File: config.mk
export PLATFORM = sky130hd
export DESIGN_NAME = pwm_sequencer
export DESIGN_NICKNAME = d
export VERILOG_FILES = /design/src/rtl/pwm_sequencer.sv
export SDC_FILE = /design/constraint.sdc
export NUM_CORES = 1
export LEC_CHECK = 0
export ABC_AREA = 1
export BUFFER_PORTS_ARGS = -buffer_cell sky130_fd_sc_hd__buf_4
export CORE_UTILIZATION = 55
export CTS_CLUSTER_SIZE = 28
export DETAILED_ROUTE_END_ITERATION = 16
export GPL_ROUTABILITY_DRIVEN = 1
export PLACE_DENSITY = 0.88
export SLEW_MARGIN = 20
export SYNTH_ARGS = -nofsm -noshare
export SYNTH_HDL_FRONTEND = slang
export SYNTH_SLANG_ARGS = --single-unit
File: constraint.sdc
create_clock -name clk -period 2.2 [get_ports clk]
set_clock_uncertainty 0.1 [all_clocks]
set_input_delay 0.11 -clock clk [delete_from_list [all_inputs] [get_ports clk]]
set_output_delay 0.11 -clock clk [all_outputs]
set_load 0.01 [all_outputs]
File: src/rtl/pwm_sequencer.sv
// Steps the PWM generator through a table of duty-cycle entries, updating
// PULSE/SIZE only on period boundaries tracked by a local period counter.
module pwm_sequencer #(
  parameter int N_ENTRIES = 8,
  parameter int AW        = $clog2(N_ENTRIES)
) (
  input  logic          clk,
  input  logic          rstn,
  input  logic          cfg_we,
  input  logic [AW-1:0] cfg_addr,
  input  logic [31:0]   cfg_pulse,
  input  logic [7:0]    cfg_size,
  input  logic [15:0]   cfg_reps,
  input  logic [31:0]   period_i,
  input  logic [AW:0]   num_entries,
  input  logic          loop_en,
  input  logic          start,
  input  logic          stop,
  output logic [31:0]   PERIOD,
  output logic [31:0]   PULSE,
  output logic [7:0]    SIZE,
  output logic          ENABLE,
  output logic          busy,
  output logic          done,
  output logic [AW-1:0] cur_idx
);

  typedef enum logic {IDLE, RUN} state_e;

  localparam logic [AW:0] NumMax = (AW+1)'(N_ENTRIES);

  state_e        state_q, state_d;
  logic [31:0]   period_q, period_d;
  logic [31:0]   pulse_q, pulse_d;
  logic [7:0]    size_q, size_d;
  logic          enable_q, enable_d;
  logic          busy_q, busy_d;
  logic          done_q, done_d;
  logic [AW-1:0] idx_q, idx_d;
  logic [15:0]   rep_q, rep_d;
  logic [31:0]   pcnt_q, pcnt_d;
  logic [AW:0]   num_q, num_d;
  logic          loop_q, loop_d;
  logic          stop_pend_q, stop_pend_d;

  logic [31:0]   tbl_pulse_q [N_ENTRIES];
  logic [7:0]    tbl_size_q  [N_ENTRIES];
  logic [15:0]   tbl_reps_q  [N_ENTRIES];

  logic [AW-1:0] next_idx;
  logic          start_ok;
  logic          boundary;

  function automatic logic [15:0] reps_or_one(input logic [15:0] r);
    return (r == 16'd0) ? 16'd1 : r;
  endfunction

  // A load in the same cycle as a write to that entry sees the old contents.
  always_ff @(posedge clk or negedge rstn) begin
    if (!rstn) begin
      for (int i = 0; i < N_ENTRIES; i++) begin
        tbl_pulse_q[i] <= '0;
        tbl_size_q[i]  <= '0;
        tbl_reps_q[i]  <= '0;
      end
    end else if (cfg_we) begin
      tbl_pulse_q[cfg_addr] <= cfg_pulse;
      tbl_size_q[cfg_addr]  <= cfg_size;
      tbl_reps_q[cfg_addr]  <= cfg_reps;
    end
  end

  always_ff @(posedge clk or negedge rstn) begin
    if (!rstn) begin
      state_q     <= IDLE;
      period_q    <= '0;
      pulse_q     <= '0;
      size_q      <= '0;
      enable_q    <= 1'b0;
      busy_q      <= 1'b0;
      done_q      <= 1'b0;
      idx_q       <= '0;
      rep_q       <= '0;
      pcnt_q      <= '0;
      num_q       <= '0;
      loop_q      <= 1'b0;
      stop_pend_q <= 1'b0;
    end else begin
      state_q     <= state_d;
      period_q    <= period_d;
      pulse_q     <= pulse_d;
      size_q      <= size_d;
      enable_q    <= enable_d;
      busy_q      <= busy_d;
      done_q      <= done_d;
      idx_q       <= idx_d;
      rep_q       <= rep_d;
      pcnt_q      <= pcnt_d;
      num_q       <= num_d;
      loop_q      <= loop_d;
      stop_pend_q <= stop_pend_d;
    end
  end

  always_comb begin
    state_d     = state_q;
    period_d    = period_q;
    pulse_d     = pulse_q;
    size_d      = size_q;
    enable_d    = enable_q;
    busy_d      = busy_q;
    done_d      = 1'b0;
    idx_d       = idx_q;
    rep_d       = rep_q;
    pcnt_d      = pcnt_q;
    num_d       = num_q;
    loop_d      = loop_q;
    stop_pend_d = stop_pend_q;

    next_idx = idx_q + AW'(1);
    start_ok = start && !stop && (num_entries != '0) && (num_entries <= NumMax)
               && (period_i >= 32'd2);
    boundary = (pcnt_q == period_q - 32'd1);

    case (state_q)
      IDLE: begin
        if (start_ok) begin
          state_d     = RUN;
          period_d    = period_i;
          pulse_d     = tbl_pulse_q[0];
          size_d      = tbl_size_q[0];
          idx_d       = '0;
          rep_d       = reps_or_one(tbl_reps_q[0]);
          pcnt_d      = '0;
          enable_d    = 1'b1;
          busy_d      = 1'b1;
          num_d       = num_entries;
          loop_d      = loop_en;
          stop_pend_d = 1'b0;
        end
      end
      RUN: begin
        pcnt_d = boundary ? 32'd0 : pcnt_q + 32'd1;
        if (!boundary) begin
          if (stop) stop_pend_d = 1'b1;
        end else if (stop_pend_q || stop) begin
          state_d     = IDLE;
          enable_d    = 1'b0;
          busy_d      = 1'b0;
          pulse_d     = '0;
          size_d      = '0;
          stop_pend_d = 1'b0;
        end else if (rep_q > 16'd1) begin
          rep_d = rep_q - 16'd1;
        end else if ({1'b0, idx_q} < num_q - (AW+1)'(1)) begin
          idx_d   = next_idx;
          pulse_d = tbl_pulse_q[next_idx];
          size_d  = tbl_size_q[next_idx];
          rep_d   = reps_or_one(tbl_reps_q[next_idx]);
        end else if (loop_q) begin
          idx_d   = '0;
          pulse_d = tbl_pulse_q[0];
          size_d  = tbl_size_q[0];
          rep_d   = reps_or_one(tbl_reps_q[0]);
        end else begin
          state_d     = IDLE;
          enable_d    = 1'b0;
          busy_d      = 1'b0;
          pulse_d     = '0;
          size_d      = '0;
          done_d      = 1'b1;
          stop_pend_d = 1'b0;
        end
      end
      default: state_d = IDLE;
    endcase
  end

  always_comb begin
    PERIOD  = period_q;
    PULSE   = pulse_q;
    SIZE    = size_q;
    ENABLE  = enable_q;
    busy    = busy_q;
    done    = done_q;
    cur_idx = idx_q;
  end

endmodule

; Yosys cells after proc, flatten, opt, wreduce, memory -nomap -nowiden
; Index checks and enable logic that the tools add are counted.
[totals]
output_inout_bits = 78
word_cells = 156
regBits = 580
[classes]
reduce_logical = 16
addsub = 5
n_lt_le_gt_ge = 7
bitwise = 3
muxes = 75
n_eq_ne = 14
[ops]
columns = cell, count
row1 = $mux W32, 11
row2 = $bwmux W256, 1
row3 = $mux W16, 11
row4 = $bwmux W128, 1
row5 = $pmux W32 S2, 2
row6 = $bmux W32 S3, 1
row7 = $demux W32 S3, 1
row8 = $mux W8, 9
row9 = $bwmux W64, 1
row10 = $bmux W16 S3, 1
row11 = $demux W16 S3, 1
row12 = $add A32 B1 Y32 const B, 1
row13 = $eq A32 B32 Y1, 1
row14 = $ge A32 B2 Y1 const B, 1
row15 = $logic_not A16 Y1, 2
row16 = $pmux W16 S2, 1
row17 = $sub A32 B1 Y32 const B, 1
row18 = $bmux W8 S3, 1
row19 = $demux W8 S3, 1
row20 = $mux W1, 21
row21 = $mux W3, 6
row22 = $gt A16 B1 Y1 const B, 1
row23 = $pmux W8 S2, 1
row24 = $sub A16 B1 Y16 const B, 1
row25 = other kinds (26), 41

; Longest topological paths before layout
[depth]
word_depth = 12
ltp_mapped = 19
ltp_nobuf = 17

; Least setup slack after synthesis
; Ideal clock, no wire load.
[synth_timing]
path_kind = register to register
from = register idx_q[1] (netlist: cur_idx[1])
to = register pulse_q[22] (netlist: PULSE[22])
synth_period_minus_slack_ns = 2.393
required_ns = 1.979
path_buffers = 3
stages_incl_launch_ff = 13
slack_ns = -0.193
t_arrival_ns = 2.172
path_cell_list = dfrtp_1 > ha_1 > buf_2 > inv_2 > clkbuf_1 > buf_1 > a32oi_1 > o21ai_0 > nand2_1 > o21ai_0 > nor2_1 > a21oi_1 > o21ai_2
[synth_between]
elab_chain_len = 10
[synth_lines]
columns = element, line_no
row1 = start: declaration, 39  ; logic [AW-1:0] idx_q, idx_d;
row2 = start signal: assignment, 96  ; idx_q <= idx_d;
row3 = $add A3 B1 Y3, 120  ; next_idx = idx_q + AW'(1);
row4 = $not A3 Y4 (implied by the code), 157  ; pulse_d = tbl_pulse_q[next_idx];
row5 = $bmux W32 S3, 157
row6 = $mux W32 (implied by the code) (2 in series), 157
row7 = $mux W32 (*), 155  ; end else if ({1'b0, idx_q} < num_q - (AW+1)'(1)) begin
row8 = $mux W32 (*), 153  ; end else if (rep_q > 16'd1) begin
row9 = $mux W32 (*), 146  ; end else if (stop_pend_q || stop) begin
row10 = $mux W32 (*), 144  ; if (!boundary) begin
row11 = $pmux W32 S2 (*), 125  ; case (state_q)
row12 = end signal: assignment, 91  ; pulse_q <= pulse_d;
row13 = end: declaration, 34  ; logic [31:0] pulse_q, pulse_d;
; Mark *: on every way between the ends. The rest lies on a longest branch, timed or not. The select of a mux whose other input is x is not followed.
; A chain may end at the register's enable or synchronous reset.

; Final worst setup path
[layout_timing]
from = register period_q[1] (netlist: PERIOD[1])
to = register pulse_q[15] (netlist: PULSE[15])
[layout_between]
elab_chain_len = 4
[layout_lines]
columns = element, line_no
row1 = start: declaration, 33  ; logic [31:0] period_q, period_d;
row2 = start signal: assignment, 90  ; period_q <= period_d;
row3 = $sub A32 B1 Y32, 123  ; boundary = (pcnt_q == period_q - 32'd1);
row4 = $eq A32 B32 Y1, 123
row5 = $ne A2 B1 Y1 (no source line), n/a
row6 = $reduce_and A3 Y1 (no source line), n/a
; No other way between the ends.

==> results.py <==
metrics = {
    "status": {
        "run_status": "complete, but fails checks",
        "violations": "setup timing",
    },
    "global_route": {
        "grt_antenna_before_repair": 0,
        "grt_util_all_layers_pct": 32.8,
        "global_route.overflow_total": 0,
        "maximum_number_of_pins_on_one_net_before_global_route_repair": 113,
        "grt_pass1_wl_um": 142000,
        "vias_in_the_first_global_route": 28395,
    },
    "synth": {
        "synth_flop_cell": "sky130_fd_sc_hd__dfrtp_1",
        "synth_async_sr_flop_share_pct": 100,
        "syn-mean-instance-area_um2": 7.64,
        "synth_area_um2": 29000,
        "yosys_warnings": 0,
        "mappedNetlistNets": 3905,
        "synth-seq-area-share_pct": 50.0,
        "synthesis.instances": 3796,
        "yosys_register_bits": 580,
        "yosys.cell_types.count": 46,
        "number_of_enable_type_register_cells_in_the_synthesized_netlist": 0,
    },
    "finish": {
        "antennaDiodeCount": 0,
        "multiInputGateArea_um2": 12800,
        "area_growth_syn_to_layout_pct": 25.4,
        "final_cells": 4899,
        "layout-drive-gt1-share_pct": 16.0,
        "register_area_um2": 14500,
        "final_net_count": 4282,
        "fillCellCount": 3676,
    },
    "power": {
        "swShare_pct": 27.2,
        "share_comb_of_total_power_pct": 12.9,
        "ir_drop_worst_case_vdd_v": 0.000792,
        "clockPowerShare_pct": 39.0,
        "leak_pwr_nw": 18.1,
        "sequentialPowerShare_pct": 48.1,
        "post_layout_power_mw": 27.4,
        "internal-power_mw": 20.0,
        "cellPowerDensity_nw_per_um2": 753,
        "total_switching_power_mw": 7.44,
    },
    "die": {
        "initial_utilization_pct": 56.1,
        "fp.dieW_um": 232,
        "area_of_the_die_um2": 53700,
        "chipHeight_um": 232,
        "core.rowCount": 83,
        "fp.coreArea_um2": 51700,
        "pin_count": 179,
    },
    "job": {
        "cap_viol_max_count": 0,
    },
    "timing": {
        "final_max_slew_viol_count": 0,
        "setup_ws_ns": -0.333,
        "report.final.hold_viol_count": 0,
        "final.min_clock_period_ns": 2.53,
        "period_share_pct": 115,
        "max-slew-margin-rel_pct": 63.1,
        "worstMarginPinSlew_ns": 0.554,
        "rsz0062_at_grt": "true",
        "fin_tns_setup_ns": -25.29,
        "report.final.setup_viol": 95,
        "timing.fmax_mhz": 395,
    },
    "placed_design": {
        "dp.cells": 4680,
        "gp_routability_congestion": 0.992,
        "portBuffers": 178,
        "dpl.hpwl_um": 53300,
    },
    "route": {
        "detail_route.vias_per_cell": 5.84,
        "first_iter_violations": 3205,
        "route.final.wire_length_um": 87700,
        "drtAntennaViolNets": 0,
        "detailedRoute.firstPassIterationCount": 7,
        "route.met2.wl_um": 41600,
        "wl_per_cell_um": 17.9,
        "met1_length_um": 34700,
        "dr.max_layer_used": "met4",
        "post_route_drc": 0,
        "route.vias.total": 28610,
        "met3WireLength_um": 7980,
    },
    "clock_tree": {
        "h_tree_levels": 2,
        "cts_made_buffers": 61,
        "cts_clock_pin_slew_for_the_worst_setup_and_hold_paths_ns": 0.06,
        "cts-root-buf": "sky130_fd_sc_hd__clkbuf_16",
        "clk_latency_ns": 0.66,
        "cts_num_sinks": 580,
        "max-clock-path-buffers": 3,
        "tritoncts": "done",
    },
    "setup_path": {
        "type_of_the_setup_path_with_the_least_slack": "flip-flop to flip-flop",
        "arrival_ns": 2.96,
        "worst_setup_start_kind": "flip-flop",
        "r2r_setup_slack_ns": -0.33,
        "worst-path-max-fanout": 33,
        "required_ns": 2.63,
        "worst_setup_path_end_kind": "flip-flop",
    },
    "worst_hold_path": {
        "hold_class": "primary input to asynchronous set/reset pin",
    },
}
[what timing repair did]
item	CTS	global route
cloned	2	2
hold buffers	101	0
setup endpoints to repair	93	111
buffers inserted	4	1
gates resized for setup	15	27
hold endpoints to repair	1035	0
pin swaps	2	3
[synth_stat cells (all sizes together), types with 3 or more instances]
| library cell | n | share of area (%) |
|---|---|---|
| nand3b | 7 | 0.18 |
| clkinv | 4 | 0.052 |
| nand2 | 1265 | 16 |
| xnor2 | 18 | 0.57 |
| nand3 | 60 | 1.1 |
| or2 | 3 | 0.065 |
| o21ai | 739 | 13 |
| dfrtp | 580 | 50 |
| xor2 | 41 | 1.2 |
| a21oi | 133 | 2.3 |
| nor3 | 11 | 0.19 |
| nor2 | 292 | 3.9 |
| and2 | 3 | 0.065 |
| buf | 64 | 1.2 |
| a32oi | 39 | 1.2 |
| o21bai | 6 | 0.16 |
| nor4 | 15 | 0.32 |
| inv | 253 | 3.3 |
| o22ai | 26 | 0.56 |
| ha | 8 | 0.35 |
| nand4 | 33 | 0.71 |
| clkbuf | 173 | 2.2 |
| o211ai | 14 | 0.36 |
[critical path, cell delays in order (launching register included)]
cell	delay, ns
sky130_fd_sc_hd__dfrtp_1	0.42
sky130_fd_sc_hd__inv_2	0.09
sky130_fd_sc_hd__ha_4	0.15
sky130_fd_sc_hd__nand2_4	0.08
sky130_fd_sc_hd__nor2_4	0.21
sky130_fd_sc_hd__nand2_2	0.10
sky130_fd_sc_hd__inv_2	0.08
sky130_fd_sc_hd__nand2_1	0.05
sky130_fd_sc_hd__nand2_1	0.05
sky130_fd_sc_hd__nand2_1	0.06
sky130_fd_sc_hd__nor2_1	0.12
sky130_fd_sc_hd__nand2_1	0.08
sky130_fd_sc_hd__nor2_1	0.11
sky130_fd_sc_hd__nand3_2	0.13
sky130_fd_sc_hd__nand2_4	0.15
sky130_fd_sc_hd__nand2_8	0.08
sky130_fd_sc_hd__buf_12	0.19
sky130_fd_sc_hd__nand2_1	0.11
sky130_fd_sc_hd__o21ai_2	0.06
[layout by cell type, fill, tap and decap left out, drive strengths merged, types with 39 or more instances in the layout]
| cell type | count |
|---|---|
| buf | 447 |
| dfrtp | 580 |
| clkbuf | 91 |
| dlygate4sd3 | 100 |
| nand3 | 62 |
| inv | 254 |
| a21oi | 133 |
| nand2 | 1265 |
| o21ai | 739 |
| a32oi | 39 |
| xor2 | 41 |
| nor2 | 292 |
[sequential cells by signal, summed over array words and instances, names as in the netlist, 3 cells and up]
register	flops
tbl_size_q	64
pcnt_q	32
PERIOD	32
SIZE	8
cur_idx	3
tbl_pulse_q	256
rep_q	16
tbl_reps_q	128
num_q	4
PULSE	32
[layout make-up]
cell class / instances / share of cell area (%)
multi-input combinational: 2724 / 35.2
timing repair buffer: 549 / 14.2
clock inverter: 19 / 0.667
sequential: 580 / 39.9
clock buffer: 90 / 5.08
inverter: 257 / 2.66
tap: 680 / 2.34
[per-stage QoR]
step	instance area, um^2	hold slack [ns]	utilization [%]	setup slack [ns]
6_report	36400	0.0315	70.4	-0.333
5_1_grt	36400	0.0473	70.4	-0.455
4_1_cts	36300	0.0161	70.1	-0.289
3_5_place_dp	33000	-0.0273	63.9	-0.380
3_3_place_gp	33000	-0.0207	63.9	-0.296
2_1_floorplan	29200	-0.286	-	-0.0123
[per-layer routing]
layer | track usage [%] | vias up
met5 | 0 | -
met1 | 42.9 | 13608
met2 | 54.3 | 1618
met4 | 14.0 | 0
met3 | 5.04 | 308
li1 | - | 13076
[cells by family after synthesis]
| family | Yosys count | synth area share (%) |
|---|---|---|
| buf+inv | 494 | 6.72 |
| fa+ha+maj | 8 | 0.345 |
| simple gates | 1689 | 23.0 |
| flops | 580 | 50.0 |
| compound gates | 966 | 18.1 |
| xor+xnor | 59 | 1.81 |
[path summary, 6_finish.rpt]
check                           startpoint         endpoint  depth (start not counted)
hold / removal                        rstn   tbl_reps_q[23]                          3
max in group asynchronous             rstn   tbl_pulse_q[6]                          4
setup reg to reg                 PERIOD[1]        PULSE[15]                         18
setup / recovery                 PERIOD[1]        PULSE[15]                         18
hold reg to reg            tbl_reps_q[111]  tbl_reps_q[111]                          2
min in group clk                     start          state_q                          6
[power by group through the flow]
stage	combinational, mW	sequential (mW)	clock, mW
3_5_place_dp	3.27	13.3	0
6_report	3.54	13.2	10.7
2_1_floorplan	2.18	13.0	0
3_3_place_gp	3.06	13.2	0
4_1_cts	3.49	13.1	10.7
5_1_grt	4.10	13.3	11.2
(Power assumes the default switching activity.)
